$ cat config.mk
export PLATFORM = sky130hd
export DESIGN_NAME = fp_conv_scheduler
export DESIGN_NICKNAME = d
export VERILOG_FILES = /design/src/rtl/fp_conv_scheduler.sv
export SDC_FILE = /design/constraint.sdc
export NUM_CORES = 1
export LEC_CHECK = 0
export CORE_AREA = 2 2 98 100
export DETAILED_ROUTE_END_ITERATION = 7
export DIE_AREA = 0 0 100 102
export GPL_TIMING_DRIVEN = 0
export HOLD_SLACK_MARGIN = 0.05
export PLACE_DENSITY = 0.8
export SYNTH_ARGS = -nofsm -noshare
export SYNTH_HDL_FRONTEND = slang
export SYNTH_SLANG_ARGS = --single-unit
$ cat constraint.sdc
create_clock -name clk -period 4.5 [get_ports clk]
set_input_delay 0.9 -clock clk [delete_from_list [all_inputs] [get_ports clk]]
set_output_delay 0.9 -clock clk [all_outputs]
set_load 0.05 [all_outputs]
$ cat src/rtl/fp_conv_scheduler.sv
// rtl/fp_conv_scheduler.sv - per-sample round-robin scheduler sharing one pipelined int-to-FP converter
module fp_conv_scheduler #(
  parameter int N        = 4,
  parameter int DW       = 13,
  parameter int FPW      = 64,
  parameter int CONV_LAT = 6
) (
  input  logic              clk,
  input  logic              rst_n,
  input  logic              clk_Fs,
  input  logic [N-1:0]      ch_en,
  input  logic [N-1:0]      req,
  input  logic [N*DW-1:0]   ch_data,
  output logic [N-1:0]      ack,
  output logic              conv_en,
  output logic [DW-1:0]     conv_in,
  input  logic [FPW-1:0]    conv_result,
  output logic              res_valid,
  output logic [2:0]        res_ch,
  output logic [FPW-1:0]    res_out,
  output logic              frame_done,
  output logic              busy,
  output logic              overrun
);

  typedef enum logic [1:0] {IDLE, SERVE, DRAIN, DONE} state_t;

  state_t           state;
  logic             fs_q;
  logic             fs_rise;
  logic [N-1:0]     pending;
  logic [2:0]       rr_ptr;
  logic [7:0]       elig8;
  logic             found;
  logic [2:0]       pick;
  logic [3:0]       sum4;
  logic [N-1:0]     grant_mask;
  logic [DW-1:0]    sel_data;
  logic             grant;
  logic [2:0]       rr_next;
  logic [CONV_LAT:0] tag_v;
  logic [2:0]       tag_ch [0:CONV_LAT];

  assign fs_rise = clk_Fs & ~fs_q;
  assign elig8   = 8'(pending & req);
  assign grant   = (state == SERVE) && found;
  assign rr_next = (pick == 3'(N-1)) ? 3'd0 : pick + 3'd1;

  // First eligible channel at or above rr_ptr, wrapping modulo N.
  always_comb begin
    found      = 1'b0;
    pick       = '0;
    sum4       = '0;
    grant_mask = '0;
    sel_data   = '0;
    for (int k = 0; k < N; k++) begin
      sum4 = {1'b0, rr_ptr} + 4'(k);
      if (sum4 >= 4'(N)) sum4 = sum4 - 4'(N);
      if (!found && elig8[sum4[2:0]]) begin
        found = 1'b1;
        pick  = sum4[2:0];
      end
    end
    for (int i = 0; i < N; i++) begin
      grant_mask[i] = found && (pick == 3'(i));
      if (pick == 3'(i)) sel_data = ch_data[i*DW +: DW];
    end
  end

  always_ff @(posedge clk) begin
    if (!rst_n) begin
      state      <= IDLE;
      fs_q       <= 1'b0;
      pending    <= '0;
      rr_ptr     <= '0;
      ack        <= '0;
      conv_en    <= 1'b0;
      conv_in    <= '0;
      frame_done <= 1'b0;
      overrun    <= 1'b0;
      tag_v      <= '0;
      for (int k = 0; k <= CONV_LAT; k++) tag_ch[k] <= '0;
    end else begin
      fs_q       <= clk_Fs;
      ack        <= '0;
      conv_en    <= 1'b0;
      frame_done <= 1'b0;
      // Tag stage 0 lines up with the registered conv_en of the same issue.
      tag_v      <= {tag_v[CONV_LAT-1:0], grant};
      tag_ch[0]  <= pick;
      for (int k = 1; k <= CONV_LAT; k++) tag_ch[k] <= tag_ch[k-1];
      if (fs_rise && state != IDLE) overrun <= 1'b1;

      case (state)
        IDLE: begin
          if (fs_rise) begin
            if (ch_en != '0) begin
              pending <= ch_en;
              state   <= SERVE;
            end else begin
              frame_done <= 1'b1;
            end
          end
        end
        SERVE: begin
          if (found) begin
            ack     <= grant_mask;
            conv_en <= 1'b1;
            conv_in <= sel_data;
            pending <= pending & ~grant_mask;
            rr_ptr  <= rr_next;
            if ((pending & ~grant_mask) == '0) state <= DRAIN;
          end else if (pending == '0) begin
            state <= DRAIN;
          end
        end
        DRAIN: begin
          // Includes the output stage, so frame_done lands after the last result.
          if (tag_v == '0) begin
            state      <= DONE;
            frame_done <= 1'b1;
          end
        end
        default: state <= IDLE;
      endcase
    end
  end

  assign busy      = (state != IDLE);
  assign res_valid = tag_v[CONV_LAT];
  assign res_ch    = tag_ch[CONV_LAT];
  assign res_out   = res_valid ? conv_result : '0;

endmodule

* Yosys cells after proc, flatten, opt, wreduce, memory -nomap -nowiden
Memories as Yosys holds them, arrays and structs flattened.
Index checks and enable logic that the tools add are counted.
** Word-level totals
- Flip-flop bits (word level) :: 37
- Latch bits :: 0
- Bits in writable memories :: 21
- Bits in read-only memories :: 0
- Input bits :: 127
- Output and inout bits :: 89
- Logic and storage cells :: 126
- Memories :: 1
** Cells by class
- Add/sub/neg operators :: 8
- $mul :: 0
- Div/mod/pow operators :: 0
- Order comparisons :: 8
- Eq/ne operators :: 11
- Shift-type cells :: 0
- Muxes and demuxes :: 51
- Bitwise gates (word level) :: 12
- Reductions and logical operators :: 25
** Memories
- tag_ch :: words 7, width 3, read ports 7, clocked after memory_dff 0, wr ports 7, RTL line 42 : logic [2:0] tag_ch [0:CONV_LAT];
** Operators with widths (count)
- $mux W64 :: 1
- $mux W13 :: 4
- $mux W3 :: 16
- $lt A3 B4 Y1 const B :: 4
- $mux W1 :: 14
- $bmux W1 S3 :: 4
- $ge A4 B3 Y1 const B :: 3
- $mux W2 :: 6
- $mux W4 :: 3
- $sub A3 B3 Y3 const B :: 4
- $logic_and A1 B1 Y1 :: 9
- $add A3 B2 Y4 const B :: 2
- $and A4 B4 Y4 :: 2
- $logic_not A4 Y1 :: 2
- $ne A2 B2 Y1 const B :: 4
- $pmux W4 S2 :: 1
- $logic_not A7 Y1 :: 1
- $or A1 B1 Y1 :: 7
- $eq A3 B2 Y1 const B :: 2
- $ne A3 B2 Y1 const B :: 2
- $pmux W2 S3 :: 1
- $reduce_and A5 Y1 :: 1
- $add A3 B1 Y4 const B :: 1
- $not A4 Y4 :: 1
- other kinds (16) :: 20

* Longest topological paths before layout
- Depth in word-level cells :: 22
- Mapped depth :: 19
- Mapped depth without buffers :: 15

* Least setup slack after synthesis
OpenSTA, ideal clock, no wires.
- Path type :: input-to-reg
- Start :: input req[0]
- End :: register conv_in[1]
- Arrival :: 3224 ps
- Slack :: 1216 ps
- Stages on the path :: 15
- Path buffers :: 2
- Path through :: nand3b_1 -> a211o_1 -> and2_1 -> a21oi_1 -> a2bb2oi_2 -> inv_1 -> ha_1 -> clkbuf_1 -> nor2b_1 -> clkbuf_1 -> a22oi_1 -> nor2_1 -> a21oi_1 -> o211ai_2 -> o211a_1
** On the way
- Cells in the longest elaborated chain, start to end :: 18
** Ends and longest elaborated chain
- start: declaration :: RTL line 12 : input logic [N-1:0] req,
- $and A4 B4 Y4 * :: RTL line 45 : assign elig8 = 8'(pending & req);
- $bmux W1 S3 :: RTL line 59 : if (!found && elig8[sum4[2:0]]) begin
- $mux W1 (not written as such) :: RTL line 59
- $mux W1 :: RTL line 59
- $logic_not A1 Y1 :: RTL line 59
- $logic_and A1 B1 Y1 :: RTL line 59
- $mux W1 :: RTL line 59
- $logic_not A1 Y1 :: RTL line 59
- $logic_and A1 B1 Y1 :: RTL line 59
- $mux W1 :: RTL line 59
- $logic_not A1 Y1 :: RTL line 59
- $logic_and A1 B1 Y1 :: RTL line 59
- $mux W3 * :: RTL line 59
- named net pick[0] :: RTL line 35 : logic [2:0] pick;
- $logic_not A3 Y1 :: RTL line 66 : if (pick == 3'(i)) sel_data = ch_data[i*DW +: DW];
- $mux W13 (3 in a row) :: RTL line 66
- $mux W13 * :: RTL line 66
- end signal: assignment :: RTL line 109 : conv_in <= sel_data;
- end: declaration :: RTL line 16 : output logic [DW-1:0] conv_in,
The timed path passes the listed nets; every way through them passes the cells marked *. The select of a mux whose other input is x is not followed.
A chain may end at the register's enable or synchronous reset.

* Worst setup path after layout
- Start :: input req[0]
- End :: register conv_in[10]
Same word-level chain as after synthesis.

==> results.json <==
{
  "status": "complete, no violations",
  "slew_headroom_pct": 59.2,
  "fmaxAchievable_ghz": 0.245,
  "diodes": 0,
  "cts_resized": 0,
  "synth_nets": 512,
  "place_ws_ps": 120,
  "antenna_found_initial": 0,
  "setup-tns-final_ps": 0,
  "coreArea_um2": 9110,
  "final_hold_viol_count": 0,
  "synth.cell_area_um2": 3200,
  "fin_crit_sh_pct": 90.8,
  "path_clk_slew_ps": 70,
  "floorplan.initialDensity_pct": 35.2,
  "synth_seq_cells": 58,
  "die_area_um2": 10200,
  "syn_inst": 376,
  "skew_ps": 11.4,
  "yosys_warnings": 0,
  "first_pass_iters": 4,
  "first_global_vias": 3445,
  "vias_per_cell": 5.00,
  "crit_path_cell_trace": "clkdlybuf4s50_1 > nand3b_1 > a211o_1 > and2_1 > a21oi_1 > a2bb2oi_2 > inv_1 > ha_1 > clkbuf_1 > nor2b_1 > clkbuf_1 > a22oi_1 > nor2_1 > a21oi_1 > o211ai_2 > o211a_1",
  "crit_path_start_kind": "primary input",
  "hold_class": "flop to flop",
  "critPathCaptureType": "flop",
  "syn_to_final_growth_pct": 78.6,
  "die_w_um": 100,
  "cts_hold_buffers": 0,
  "grt_max_degree": 11,
  "num_io_pins": 216,
  "wirelength_um": 11900,
  "critical_path.startpoint": "req[0]",
  "cpMaxStageDelayCell": "clkdlybuf4s50_1",
  "place_congestion": 0.821,
  "r2r_start": "rr_ptr[1]",
  "synth.area.top_cells": "dfxtp_1 (36%), and2_1 (18%), o211a_1 (4.4%)",
  "grt_usage_pct": 22.5,
  "synth_top_cell_by_area": "dfxtp_1",
  "io_buffers": 215,
  "clk_latency_ps": 340,
  "drv_slew": 0,
  "grt_setup_unrepaired": "no",
  "htree_levels": 3,
  "routedWlPerCell_um": 16.6,
  "hp-start": "tag_ch[0][1]",
  "synth_cell_types": 42,
  "min_period_ps": 4090,
  "power_leakage_nw": 2.35,
  "layout-drive-gt1-share_pct": 5.93,
  "clock_sinks": 58,
  "postRouteAntennaNets": 0,
  "cts-root-buf": "clkbuf_8",
  "drtIter0Drc": 131,
  "hpwl_um": 9640,
  "syn_avg_cell_area_um2": 8.52,
  "layout_commonest_cell": "clkdlybuf4s50_1",
  "die_y_um": 102,
  "cap_violations": 0,
  "p_per_area_nw_per_um2": 380,
  "finalWorstSetupSlack_ps": 414,
  "crit_fanout": 10,
  "setup_viol": 0,
  "synth_top_area_share_pct": 36.2,
  "drc_errors": 0,
  "grt-ovfl-total": 0,
  "grt_pass1_wl_um": 17700,
  "worst_pin_slew_ps": 611,
  "required_ps": 4780,
  "crit_path_max_incr_delay_ps": 530,
  "cts_buffers": 9,
  "cts_tree": "built",
  "path_class": "primary input to flop",
  "final_nets": 738,
  "clockBufferDepth": 2,
  "post-cts-setup-buffers": 0,
  "worst-endpoint-arrival_ps": 4360,
  "ir_drop_uv": 248,
  "rows": 35,
  "ys_seq_area_share_pct": 36.2,
  "mostFrequentLayoutCells": "clkdlybuf4s50_1 (215), and2_1 (92), dfxtp_1 (58)",
  "num_vias": 3589
}
==> cell usage after synthesis <==
library cell / instances
nand2b_1: 3
o211ai_2: 10
nand4_1: 1
a21boi_1: 2
nor4_1: 2
o211a_1: 14
o22ai_2: 1
a41o_1: 1
inv_1: 12
dfxtp_1: 58
o21a_1: 5
or4_1: 1
buf_4: 1
o21ai_0: 11
clkinv_1: 1
clkbuf_1: 22
buf_2: 3
nand3b_1: 5
o22ai_1: 3
a2bb2oi_2: 1
a22oi_1: 13
a211o_1: 2
o211ai_1: 5
a211oi_1: 4
ha_1: 9
conb_1: 1
a32oi_1: 1
o2111a_2: 1
nand2_1: 23
buf_6: 2
nor2_1: 16
and2_1: 92
mux2_2: 1
mux2i_1: 4
a21o_1: 2
nand3_1: 15
and3_1: 4
a21oi_1: 15
nor2b_1: 6
o221ai_1: 1
a21oi_4: 1
o41ai_1: 1
==> worst max-delay path: cells and delay by family <==
family,cells,cell delay (ps)
buffers and inverters,4,1280
AO/OA/AOI/OAI,7,1270
AND/OR/NAND/NOR,4,700
adder cells (fa/ha/maj),1,210
==> final cells by class <==
class | count | area, um2
Fill cell | 770 | 3380
Timing Repair Buffer | 215 | 2150
Multi-Input combinational cell | 277 | 1870
Sequential cell | 58 | 1160
Clock buffer | 12 | 155
Tap cell | 111 | 139
Buffer | 28 | 128
Clock inverter | 4 | 73.8
Inverter | 13 | 48.8
==> metrics by stage <==
| step | hold WS, ps | util (%) | cell area [um2] | total power, W | std cells |
|---|---|---|---|---|---|
| finish | 435 | 62.8 | 5720 | 0.00218 | 718 |
| global route | 448 | 62.8 | 5720 | 0.00230 | 718 |
| CTS | 438 | 62.8 | 5720 | 0.00218 | 718 |
| detailed placement | 418 | 60.3 | 5500 | 0.00163 | 702 |
| global placement | 414 | 60.3 | 5500 | 0.00161 | 702 |
| floorplan | 412 | - | 3200 | 0.00130 | 376 |
==> where the power goes <==
group / internal, W / total (W) / switching [W]
clock network: 0.000342 / 0.000545 / 0.000203
logic: 0.000414 / 0.00100 / 0.000591
registers: 0.000582 / 0.000628 / 0.0000458
==> routing by layer <==
metal	GRT usage (%)	up-vias	share of wire (%)
met5	0	-	0
met4	7.48	0	2.0
li1	-	1753	-
met2	40.0	195	48
met1	26.2	1623	41
met3	6.36	18	9.0
==> sequential cells by signal, indices dropped and copies added, names as in the netlist <==
signal / flops
tag_ch: 21
conv_in: 13
tag_v: 7
ack: 4
pending: 4
rr_ptr: 3
state: 2
conv_en: 1
frame_done: 1
fs_q: 1
overrun: 1
==> kinds of logic (layout without fill, tap and decap cells) <==
| group | after synthesis | count (layout) | synth area share, % |
|---|---|---|---|
| fa+ha+maj | 9 | 9 | 3.51 |
| buf+inv | 41 | 272 | 5.51 |
| mux | 5 | 5 | 1.60 |
| flops | 58 | 58 | 36.2 |
| simple gates | 168 | 168 | 29.4 |
| other cells | 1 | 1 | 0.117 |
| compound gates | 94 | 94 | 23.6 |
==> worst paths after layout <==
| check | to | slack, ps | depth (start not counted) |
|---|---|---|---|
| worst min-delay path | tag_ch[1][1] | 440 | 1 |
| worst max-delay path | conv_in[10] | 410 | 16 |
| worst max register to register | conv_in[10] | 600 | 18 |
| worst min register to register | tag_ch[1][1] | 440 | 1 |
(Power assumes the default switching activity.)
